`config.mk`:
```
export PLATFORM = sky130hd
export DESIGN_NAME = dmem_arbiter
export DESIGN_NICKNAME = d
export VERILOG_FILES = /design/src/rtl/dmem_arbiter.sv
export SDC_FILE = /design/constraint.sdc
export NUM_CORES = 1
export LEC_CHECK = 0
export BUFFER_PORTS_ARGS = -buffer_cell sky130_fd_sc_hd__buf_2
export CAP_MARGIN = 20
export CORE_AREA = 4 4 130 132
export DETAILED_ROUTE_END_ITERATION = 16
export DIE_AREA = 0 0 134 136
export SLEW_MARGIN = 20
export SYNTH_ARGS = -nofsm -noshare
export SYNTH_HDL_FRONTEND = slang
export SYNTH_SLANG_ARGS = --single-unit
```
`constraint.sdc`:
```
create_clock -name clk -period 4.1 [get_ports clk]
set_input_delay 0.82 -clock clk [delete_from_list [all_inputs] [get_ports clk]]
set_output_delay 0.82 -clock clk [all_outputs]
set_load 0.05 [all_outputs]
```
`src/rtl/dmem_arbiter.sv`:
```
// -----------------------------------------------------------------------------
// dmem_arbiter
//
// Two-port round-robin arbiter in front of a single-ported synchronous data
// memory. The CPU data port and the host/test-loader port share one memory;
// at most one of them is granted per cycle, and the grant is combinational so
// consecutive grants need no idle cycle between them.
//
// Ports
//   clk, rst_n                    clock, asynchronous active-low reset
//   cpu_req/addr/wdata/wen        CPU request (wen == 0 means read)
//   cpu_gnt/rvalid/rdata          CPU grant and read return
//   host_*                        same set for the host port
//   mem_en/addr/wdata/wen         memory strobe, word index, data, byte enables
//   mem_rdata                     memory read data, one cycle after a read
//   cpu_wait_cnt, host_wait_cnt   saturating counts of held-but-not-granted
//                                 cycles per port
//   addr_err                      pulse on a granted out-of-range access
// -----------------------------------------------------------------------------
module dmem_arbiter #(
  parameter int MEM_SIZE_WORDS = 1024,
  parameter int WAIT_CNT_W     = 16
) (
  input  logic                  clk,
  input  logic                  rst_n,

  input  logic                  cpu_req,
  input  logic [31:0]           cpu_addr,
  input  logic [31:0]           cpu_wdata,
  input  logic [3:0]            cpu_wen,
  output logic                  cpu_gnt,
  output logic                  cpu_rvalid,
  output logic [31:0]           cpu_rdata,

  input  logic                  host_req,
  input  logic [31:0]           host_addr,
  input  logic [31:0]           host_wdata,
  input  logic [3:0]            host_wen,
  output logic                  host_gnt,
  output logic                  host_rvalid,
  output logic [31:0]           host_rdata,

  output logic                  mem_en,
  output logic [29:0]           mem_addr,
  output logic [31:0]           mem_wdata,
  output logic [3:0]            mem_wen,
  input  logic [31:0]           mem_rdata,

  output logic [WAIT_CNT_W-1:0] cpu_wait_cnt,
  output logic [WAIT_CNT_W-1:0] host_wait_cnt,
  output logic                  addr_err
);

  typedef enum logic {
    PORT_CPU  = 1'b0,
    PORT_HOST = 1'b1
  } port_e;

  // Byte-address limit, one bit wider than the address so the full 32-bit
  // address (including the byte offset bits) takes part in the range check.
  localparam logic [32:0]           ADDR_LIMIT = 33'(MEM_SIZE_WORDS) * 33'd4;
  localparam logic [31:0]           ERR_RDATA  = 32'hDEADBEEF;
  localparam logic [WAIT_CNT_W-1:0] CNT_MAX    = '1;
  localparam logic [WAIT_CNT_W-1:0] CNT_ONE    = {{(WAIT_CNT_W-1){1'b0}}, 1'b1};

  port_e                 last_q, last_d;
  logic                  rd_vld_q, rd_vld_d;
  port_e                 rd_own_q, rd_own_d;
  logic                  rd_err_q, rd_err_d;
  logic [WAIT_CNT_W-1:0] cpu_wait_q, cpu_wait_d;
  logic [WAIT_CNT_W-1:0] host_wait_q, host_wait_d;

  logic        any_gnt;
  logic        in_range;
  logic [31:0] sel_addr;
  logic [31:0] sel_wdata;
  logic [3:0]  sel_wen;

  function automatic logic [WAIT_CNT_W-1:0] sat_inc(
    input logic [WAIT_CNT_W-1:0] val,
    input logic                  en
  );
    if (en && (val != CNT_MAX)) begin
      return val + CNT_ONE;
    end
    return val;
  endfunction

  // Arbitration and memory-side drive
  always_comb begin
    // rst_n gates the grants so the whole request path drops at once when
    // reset is asserted, without waiting for a clock edge.
    cpu_gnt  = rst_n & cpu_req  & (~host_req | (last_q == PORT_HOST));
    host_gnt = rst_n & host_req & (~cpu_req  | (last_q == PORT_CPU));
    any_gnt  = cpu_gnt | host_gnt;

    sel_addr  = host_gnt ? host_addr  : cpu_addr;
    sel_wdata = host_gnt ? host_wdata : cpu_wdata;
    sel_wen   = host_gnt ? host_wen   : cpu_wen;

    in_range = ({1'b0, sel_addr} < ADDR_LIMIT);

    mem_en    = any_gnt & in_range;
    mem_addr  = mem_en ? sel_addr[31:2] : 30'd0;
    mem_wdata = mem_en ? sel_wdata      : 32'd0;
    mem_wen   = mem_en ? sel_wen        : 4'd0;
    addr_err  = any_gnt & ~in_range;

    last_d = last_q;
    if (cpu_gnt) begin
      last_d = PORT_CPU;
    end else if (host_gnt) begin
      last_d = PORT_HOST;
    end

    // A granted read (in range or not) returns data on the next cycle; the
    // owner and the error flag travel with it so the return is routed and
    // substituted correctly even when reads are back to back.
    rd_vld_d = any_gnt & (sel_wen == 4'd0);
    rd_own_d = host_gnt ? PORT_HOST : PORT_CPU;
    rd_err_d = ~in_range;

    cpu_wait_d  = sat_inc(cpu_wait_q,  cpu_req  & ~cpu_gnt);
    host_wait_d = sat_inc(host_wait_q, host_req & ~host_gnt);
  end

  // Registered state
  always_ff @(posedge clk or negedge rst_n) begin
    if (!rst_n) begin
      last_q      <= PORT_HOST;
      rd_vld_q    <= 1'b0;
      rd_own_q    <= PORT_CPU;
      rd_err_q    <= 1'b0;
      cpu_wait_q  <= '0;
      host_wait_q <= '0;
    end else begin
      last_q      <= last_d;
      rd_vld_q    <= rd_vld_d;
      rd_own_q    <= rd_own_d;
      rd_err_q    <= rd_err_d;
      cpu_wait_q  <= cpu_wait_d;
      host_wait_q <= host_wait_d;
    end
  end

  // Read return, one cycle after the grant
  always_comb begin
    cpu_rvalid  = rd_vld_q & (rd_own_q == PORT_CPU);
    host_rvalid = rd_vld_q & (rd_own_q == PORT_HOST);
    cpu_rdata   = 32'd0;
    host_rdata  = 32'd0;
    if (cpu_rvalid) begin
      cpu_rdata = rd_err_q ? ERR_RDATA : mem_rdata;
    end
    if (host_rvalid) begin
      host_rdata = rd_err_q ? ERR_RDATA : mem_rdata;
    end
    cpu_wait_cnt  = cpu_wait_q;
    host_wait_cnt = host_wait_q;
  end

endmodule

```
==> flow_summary.yaml, run 1 <==
cells_and_area:
  nNetsFinal: 892
  area_delta_synth_final_pct: 63.55
  final_core_util: 0.3201
  drive_gt1_frac: 0.4854
  layout_common_cells: "buf_2 (311), nor2_1 (148), a32oi_1 (42)"
  regArea_sq_um: 903.4
  fillCellCount: 1728
  finalNonFillerCells: 935
  multi_input_area_sq_mm: 0.001951
  final_common_cell: "buf_2"
  n_antenna_cell: 0
floorplanning:
  chipHeight_microns: 136
  start_util: 0.1957
  io_pins: 340
  chipWidth_microns: 134
  die_area_sq_mm: 0.01822
  rows: 46
  core_area_sq_mm: 0.01571
cts:
  postCtsHoldBufs: 0
  clock_path_buffers: 2
  worstSkewPairLatency_ns: 0.28
  cts_sinks: 36
  numCtsBuffers: 5
  h-tree-depth: 2
  clk_pin_slew_ns: 0.05
  cts.repair.resized: 0
  cts_setup_buffers: 0
  cts-root-buf: "clkbuf_16"
  cts_tree: "built"
drt:
  ant_nets: 0
  drcViolationCount: 0
  wl_per_cell_microns: 15.11
  drt_pass1_iterations: 4
  m1WireLength_mm: 5.933
  routed.top_layer: "met5"
  vias: 4179
  wl_met3_mm: 1.430
  routed_wl_mm: 14.13
  route.met2.wl_mm: 6.639
  drtIter0Drc: 188
  viasPerCell: 4.470
setup_path:
  crit_start: "cpu_addr[18]"
  cp_top_family: "simple AND/OR/NAND/NOR gates"
  rr_worst_depth: 6
  r2r_end: "cpu_wait_cnt[6]"
  cp_max_fo: 42
  crit_type: "primary input to output port"
  crit_path_frequent_cell: "buf_2"
  critPathArrivalTime_ns: 2.73
  path_depth: 8
  worstSetupEndpointType: "output port"
  path_cells: "buf_2 > nor4_1 > nand3_1 > o21ai_2 > buf_12 > a32oi_1 > nor2_1 > buf_2"
  rr_startpoint: "cpu_wait_cnt[0]"
  r2r_setup_slack_ns: 2.29
  worst_setup_path_start_kind: "primary input"
  cp.required_ns: 3.28
  cp_slowest_cell: "nor4_1"
  cp_num_buf_inv: 3
  cpPeakStageDelay_ns: 0.52
  endpoint: "mem_wdata[20]"
power_and_ir_drop:
  leakage_nw: 2.702
  p_clk_frac: 0.257
  vdd_ir_drop_max_mv: 0.2957
  internal_power_uw: 839.5
  p_seq_frac: 0.342
  swShare: 0.4398
  comb_power_share: 0.401
  power_density_mw_per_mm2: 297.9
  p_switching_uw: 659.0
yosys:
  synth_area_per_cell_sq_um: 7.375
  yosysTopAreaCell: "dfrtp_1"
  synth_edf_count: 0
  synth_ff_type: "dfrtp_1"
  yosys-top-cells-area: "dfrtp_1 (28%), nor2_1 (18%), a32oi_1 (12%)"
  synthArstFlopShare: 1.000
  ys_seq_elements: 36
  yosysSeqAreaShare: 0.2933
  yosys_warnings: 0
  synthesis.area_sq_mm: 0.003075
  synth_top_area_frac: 0.2848
  postSynthCellCount: 417
  yosysUniqueCellTypes: 47
global_route:
  antenna_found_initial: 1
  grt_use_total: 0.1378
  grt_pass1_wl_mm: 20.36
  grt_pass1_vias: 3753
  grt-ovfl-total: 0
  grt_max_degree: 49
sta:
  hold_viol: 0
  maxSlewHeadroom: 0.5579
  tightest_slew_ns: 0.6616
  period_minus_slack_ns: 3.552
  setup_ws_ns: 0.5484
  rsz0062_at_grt: "false"
  clock.fmax_ghz: 0.2816
  skew_ns: 0.004174
  min_period_over_period: 0.8662
  setup-tns-final_ns: 0
  finalSetupViolCount: 0
  slew_viol_final: 0
job:
  maxCapViolCount: 0
placement:
  io_buffers: 315
  post-place-ws_ns: 0.4209
  dp_cells: 927
  finalWeightedCongestion: 0.7189
  dpl.hpwl_mm: 11.69
status:
  status: "completed"
worst_hold_path:
  worstHoldPathType: "flip-flop to flip-flop"
  hold_path_depth: 2
-- area by class of cell --
| cell class | count | share of cell area |
|---|---|---|
| Clock buffer | 7 | 0.02836 |
| Clock inverter | 1 | 0.001493 |
| Inverter | 5 | 0.003731 |
| Multi-Input combinational cell | 346 | 0.3878 |
| Sequential cell | 36 | 0.1796 |
| Tap cell | 216 | 0.05373 |
| Timing Repair Buffer | 324 | 0.3453 |
-- cells in the mapped netlist, types with 2 or more instances --
cell type	n
nand3_1	10
nor4_1	11
inv_2	2
and3_1	6
buf_6	2
buf_2	11
a32oi_1	42
and4_1	5
ha_1	2
nand4_1	8
inv_1	3
clkbuf_1	14
mux2_2	2
dfrtp_1	35
xor2_1	8
o21ai_0	3
nand2b_1	10
nor2_1	148
a21oi_1	4
a31oi_1	3
nor3_2	2
buf_4	21
o31ai_1	2
a22oi_1	4
a41oi_1	2
nand2_1	21
xnor2_1	16
-- sequential cells by signal, indices dropped and copies added (netlist names) --
register	flops
rd_own_q	1
last_q	1
cpu_wait_cnt	16
rd_err_q	1
rd_vld_q	1
host_wait_cnt	16
-- routing by layer --
layer | vias to the layer above | track usage
li1 | 2034 | -
met1 | 1901 | 0.1861
met2 | 234 | 0.2296
met3 | 8 | 0.03257
met4 | 2 | 0.02000
met5 | - | 0
-- worst register-to-register path: cells and delay by family (launching register included) --
family	cells	cell delay (ns)
and+or+nand+nor	3	0.67
DFF	1	0.41
AOI/OAI and AO/OA	1	0.27
adders and majority gates	1	0.21
xor gates and xnor gates	1	0.14
-- metrics by stage --
stage	hold WS, ns	total power [mW]	area [sq um]
after floorplan	0.4578	0.9265	3147
after global placement	0.4695	1.116	4863
after detailed placement	0.4770	1.121	4878
after CTS	0.4830	1.512	5029
after global routing	0.5000	1.585	5030
final	0.4807	1.499	5030
-- kinds of logic (layout without fill, tap and decap cells) --
group,count (synthesis),after routing,share of synthesized area
multiplexers,2,2,0.007323
XOR/XNOR,24,24,0.06835
AND/OR/NAND/NOR,228,228,0.3312
adder cells (fa/ha/maj),2,2,0.008135
AO/OA/AOI/OAI,70,70,0.1896
other,1,20,0.001219
flip-flops,36,36,0.2933
buffers and inverters,54,337,0.1009
-- worst min-delay path by stage --
stage / from / endpoint / slack (ns)
final: last_q / last_q / 0.48
after global routing: rst_n / last_q / 0.50
after CTS: last_q / last_q / 0.48
after detailed placement: last_q / last_q / 0.48
after floorplan: last_q / last_q / 0.46
after global placement: last_q / last_q / 0.47
-- power groups by stage --
| stage | logic [mW] | clock network (mW) | registers [mW] |
|---|---|---|---|
| 3_5_place_dp | 0.606 | 0 | 0.516 |
| 2_1_floorplan | 0.209 | 0 | 0.718 |
| 3_3_place_gp | 0.600 | 0 | 0.517 |
| 5_1_grt | 0.644 | 0.414 | 0.527 |
| 4_1_cts | 0.605 | 0.395 | 0.511 |
| 6_report | 0.601 | 0.384 | 0.513 |
Power figures use the tool's default switching activity.
==> run 2: changes to the inputs <==
PLACE_DENSITY = 0.5   (was not set)
==> run 2 against run 1 <==
  * Critical path type unchanged
  * Sequential power rose by 1%
  * Global-route usage grew 0.72 points
  * Highest routed layer is now met4
  * Register-to-register slack got worse by 0.08 ns
  * Sequential cell count unchanged
  * Core utilization decreased by 0.31 points
==> flow_summary.yaml, run 2 (synthesized netlist as in run 1, its figures left out) <==
power_and_ir_drop:
  vdd_ir_drop_max_mv: 0.3529
  power_density_mw_per_mm2: 311.5
  leakage_nw: 2.690
cells_and_area:
  area_delta_synth_final_pct: 61.96
  drive_gt1_frac: 0.4839
  nNetsFinal: 888
  final_common_cell: "buf_2"
  layout_common_cells: "buf_2 (314), nor2_1 (148), a32oi_1 (42)"
  fillCellCount: 1772
sta:
  tightest_slew_ns: 1.000
  period_minus_slack_ns: 3.513
  skew_ns: 0.004360
  setup-tns-final_ns: 0
  finalSetupViolCount: 0
  rsz0062_at_grt: "false"
  min_period_over_period: 0.8569
  hold_viol: 0
  maxSlewHeadroom: 0.3317
  hold-worst-slack_ns: 0.4244
  slew_viol_final: 0
  clock.fmax_ghz: 0.2846
setup_path:
  worstSetupEndpointType: "output port"
  cp_slowest_cell: "buf_4"
  crit_path_frequent_cell: "buf_2"
  crit_start: "cpu_addr[18]"
  cp_max_fo: 42
  rr_startpoint: "cpu_wait_cnt[0]"
  worst_setup_path_start_kind: "primary input"
  endpoint: "mem_wdata[6]"
  cp.required_ns: 3.28
  crit_type: "primary input to output port"
  path_cells: "buf_2 > nor4_1 > nand3_1 > o21ai_2 > buf_4 > a32oi_1 > nor2_1 > buf_2"
  rr_worst_depth: 6
  critPathArrivalTime_ns: 2.69
  r2r_end: "cpu_wait_cnt[6]"
  cpPeakStageDelay_ns: 0.41
  r2r_setup_slack_ns: 2.21
cts:
  numCtsBuffers: 5
  postCtsHoldBufs: 0
  h-tree-depth: 2
  cts_setup_buffers: 0
  clock_path_buffers: 2
  clk_pin_slew_ns: 0.06
  worstSkewPairLatency_ns: 0.27
  cts_sinks: 36
  cts_tree: "built"
  cts-root-buf: "clkbuf_16"
  cts.repair.resized: 0
global_route:
  grt_pass1_wl_mm: 21.50
  grt_pass1_vias: 3879
  antenna_found_initial: 1
  grt_use_total: 0.1450
  grt_max_degree: 49
  grt-ovfl-total: 0
drt:
  drtIter0Drc: 210
  drt_pass1_iterations: 4
  drcViolationCount: 0
  ant_nets: 0
  routed_wl_mm: 14.71
  vias: 4173
  wl_per_cell_microns: 15.78
  viasPerCell: 4.477
floorplanning:
  core_area_sq_mm: 0.01571
  chipHeight_microns: 136
  die_area_sq_mm: 0.01822
  rows: 46
  start_util: 0.1957
  io_pins: 340
  chipWidth_microns: 134
placement:
  dpl.hpwl_mm: 12.20
  finalWeightedCongestion: 0.7860
  io_buffers: 315
job:
  maxCapViolCount: 0
worst_hold_path:
  worstHoldPathType: "primary input to asynchronous set/reset pin"
status:
  status: "completed"
==> run 2: routing by layer <==
| layer | GRT usage | up-vias | part of all wire |
|---|---|---|---|
| met5 | 0 | - | 0 |
| met4 | 0.02057 | 0 | 0.0055 |
| met3 | 0.03072 | 12 | 0.079 |
| met2 | 0.2426 | 213 | 0.48 |
| met1 | 0.1974 | 1914 | 0.43 |
| li1 | - | 2034 | - |
==> run 2: worst min path at each step <==
stage                        end  slack, ns              start  cells after the start
6_report        cpu_wait_cnt[12]       0.42              rst_n                      1
5_1_grt         cpu_wait_cnt[12]       0.44              rst_n                      1
4_1_cts          cpu_wait_cnt[2]       0.42              rst_n                      1
3_5_place_dp              last_q       0.48             last_q                      2
3_3_place_gp   host_wait_cnt[15]       0.47  host_wait_cnt[15]                      1
2_1_floorplan             last_q       0.46             last_q                      2
==> run 2: stage by stage <==
stage | setup slack [ns] | area (sq um) | utilization | cells | power [mW]
finish | 0.5867 | 4981 | 0.3170 | 932 | 1.552
global route | 0.3857 | 4981 | 0.3170 | 932 | 1.632
CTS | 0.5765 | 4976 | 0.3167 | 931 | 1.568
detailed placement | 0.5754 | 4808 | 0.3060 | 923 | 1.129
global placement | 0.5577 | 4808 | 0.3060 | 923 | 1.127
floorplan | 0.7375 | 3147 | - | 436 | 0.9265
==> run 2: cell type report <==
cell class / instances / area, sq um / area share
Antenna cell: 1 / 2.502 / 0.0005024
Clock inverter: 3 / 42.54 / 0.008541
Clock buffer: 5 / 125.1 / 0.02512
Multi-Input combinational cell: 346 / 1953 / 0.3921
Timing Repair Buffer: 320 / 1667 / 0.3346
Sequential cell: 36 / 902.1 / 0.1811
Tap cell: 216 / 270.3 / 0.05426
Inverter: 5 / 18.77 / 0.003768
==> run 2: where the power goes <==
part           internal (mW)  leakage, nW  switching, mW
clock                  0.285       0.0798          0.145
combinational          0.175         2.15          0.428
sequential             0.422        0.465         0.0959
total                  0.883         2.69          0.669
==> run 2: worst max-delay path: cells and delay by family <==
| family | cells | cell delay (ns) |
|---|---|---|
| AO/OA/AOI/OAI | 2 | 0.32 |
| buffers and inverters | 3 | 0.77 |
| AND/OR/NAND/NOR | 3 | 0.75 |
==> run 3: changes to the inputs <==
ABC_AREA = 1   (was not set)
PLACE_DENSITY = 0.57   (was 0.5)
==> run 3 against run 2 <==
  * Worst hold slack gained 0.078 ns
  * Clock-buffer cell count grew 1
  * Via count is 23% higher
  * Cell count grew 32%
  * Maximum frequency decreased by 8.6%
  * Highest routed layer unchanged
  * Die area unchanged
  * Largest power group unchanged
  * Critical path type unchanged
  * Critical endpoint is now mem_wdata[25]
  * Synthesized cell count increased by 72%
  * Core utilization grew 6.4 points
  * First-iteration DRC count increased by 11%
  * Total power is 12% higher
  * Register-to-register slack worse by 0.47 ns
  * Global-route usage up 1.8 points
==> flow_summary.yaml, run 3 <==
drt:
  routed_wl_mm: 16.07
  drt_pass1_iterations: 4
  drtIter0Drc: 234
  ant_nets: 0
  wl_per_cell_microns: 13.08
  viasPerCell: 4.180
  drcViolationCount: 0
  vias: 5137
job:
  maxCapViolCount: 0
power_and_ir_drop:
  power_density_mw_per_mm2: 290.6
  p_seq_frac: 0.293
  internal_power_uw: 931.7
  swShare: 0.4650
  p_switching_uw: 809.7
  p_clk_frac: 0.248
  vdd_ir_drop_max_mv: 0.1685
  comb_power_share: 0.459
  leakage_nw: 3.894
global_route:
  gr-usage-met1: 0.1992
  grt_max_degree: 45
  grt_pass1_wl_mm: 24.50
  use_met2: 0.2883
  grt_use_total: 0.1632
  use_met3: 0.04367
  grt-ovfl-total: 0
  grt_pass1_vias: 4874
  antenna_found_initial: 2
  top_usage_layer: "met2"
yosys:
  synth_area_per_cell_sq_um: 5.813
  synth_edf_count: 0
  synthArstFlopShare: 1.000
  synthesis.area_sq_mm: 0.004174
  yosys_warnings: 0
  yosysTopAreaCell: "nand2_1"
  yosysUniqueCellTypes: 34
  synth_top_area_frac: 0.2284
  yosys-top-cells-area: "nand2_1 (23%), dfrtp_1 (21%), inv_1 (11%)"
  yosysSeqAreaShare: 0.2161
  synth_ff_type: "dfrtp_1"
  synthTopCellsByCount: "nand2_1 (254), inv_1 (121), a21oi_1 (49), nor2_1 (44), dfrtp_1 (35)"
  ys_seq_elements: 36
  postSynthCellCount: 718
  yosysMostFrequentCell: "nand2_1"
cts:
  numCtsBuffers: 5
  cts_setup_buffers: 0
  worstSkewPairLatency_ns: 0.28
  cts_tree: "built"
  clk_pin_slew_ns: 0.05
  cts-root-buf: "clkbuf_16"
  cts_sinks: 36
  clock_path_buffers: 2
  postCtsHoldBufs: 0
  cts.repair.resized: 0
  h-tree-depth: 2
setup_path:
  worst_setup_path_start_kind: "primary input"
  cp_max_fo: 36
  crit_type: "primary input to output port"
  critPathArrivalTime_ns: 3.02
  worstSetupEndpointType: "output port"
  cp.required_ns: 3.28
sta:
  setup_ws_ns: 0.2562
  tightest_slew_ns: 0.9578
  min_period_over_period: 0.9375
  maxSlewHeadroom: 0.3608
  rsz0062_at_grt: "false"
  setup-tns-final_ns: 0
  clock.fmax_ghz: 0.2602
  skew_ns: 0.007849
  finalSetupViolCount: 0
  slew_viol_final: 0
  hold_viol: 0
  period_minus_slack_ns: 3.844
floorplanning:
  rows: 46
  chipHeight_microns: 136
  start_util: 0.2656
  die_area_sq_mm: 0.01822
  io_pins: 340
  core_area_sq_mm: 0.01571
  chipWidth_microns: 134
cells_and_area:
  area_delta_synth_final_pct: 43.56
  layout_common_cells: "buf_2 (315), nand2_1 (254), inv_1 (121)"
  nNetsFinal: 1185
  final_common_cell: "buf_2"
  drive_gt1_frac: 0.3666
placement:
  io_buffers: 315
  finalWeightedCongestion: 0.8402
  post-place-ws_ns: 0.2293
  dpl.hpwl_mm: 13.20
status:
  status: "completed"
worst_hold_path:
  worstHoldPathType: "flip-flop to flip-flop"
## run 3: changes by cell type after synthesis, sizes merged, moves of 10 or more
cell    change
nand2b     -10
nor2       -72
o21ai      +11
nand2     +236
nand3      +21
inv       +117
a32oi      -42
nor3       +28
nor4       -10
a21oi      +44
## run 3: area by class of cell
class                   count  area [sq um]
fillers                  1745          9721
multi-input cells         522          2541
repair buffers            323          1649
flip-flops and latches     36         902.1
inverters                 123         462.9
well taps                 216         270.3
clock buffers               6         128.9
clock inverters             2         35.03
diodes                      1         2.502
## run 3: kinds of logic after synthesis
family	share of synthesized area
adders and majority gates	0.005994
buffers and inverters	0.1972
AOI/OAI and AO/OA	0.07674
xor gates and xnor gates	0.04616
and+or+nand+nor	0.4472
other	0.0008984
DFF	0.2161
muxes	0.009593
## run 3: power by group through the flow
stage                     logic [mW]  clock network [mW]  registers (mW)
final                          0.799               0.432           0.510
after global routing           0.878               0.461           0.525
after CTS                      0.804               0.444           0.510
after detailed placement       0.803                   0           0.514
after global placement         0.796                   0           0.515
after floorplan                0.367                   0           0.727
## run 3: stage by stage
stage               instances    util  power (mW)  hold WS (ns)  area, sq um
floorplan                 737       -       1.094        0.4897         4245
global placement         1220  0.3702       1.311        0.4867         5817
detailed placement       1220  0.3702       1.317        0.4873         5817
CTS                      1228  0.3806       1.758        0.5019         5981
global route             1229  0.3814       1.864        0.5393         5992
finish                   1229  0.3814       1.741        0.5024         5992
## run 3: path summary, 6_finish.rpt
path                               endpoint  depth (start not counted)  slack [ns]       startpoint
max                           mem_wdata[25]                         14        0.26          cpu_req
min                         cpu_wait_cnt[6]                          2        0.50  cpu_wait_cnt[6]
max reg2reg                        rd_vld_q                          6        1.74           last_q
min reg2reg                 cpu_wait_cnt[6]                          2        0.50  cpu_wait_cnt[6]
max in group asynchronous            last_q                          2        3.10            rst_n
min in group asynchronous  cpu_wait_cnt[10]                          2        0.63            rst_n
## run 3: worst max-delay path: stages
cell     delay, ns
buf_2         0.12
nand2_2       0.22
inv_1         0.17
nor2_4        0.07
buf_4         0.17
nand2_1       0.06
nand2_1       0.05
nor2_1        0.10
nand2_1       0.05
nor2_1        0.26
nand3_4       0.23
buf_12        0.28
nor2_2        0.11
buf_2         0.28
## run 3: per-layer routing
layer  up-vias  wire (microns)  share of wire
met3        20            1415          0.088
li1       2707               -              -
met4         0             222          0.014
met2       215            7814           0.49
met1      2195            6619           0.41
met5         -               0              0
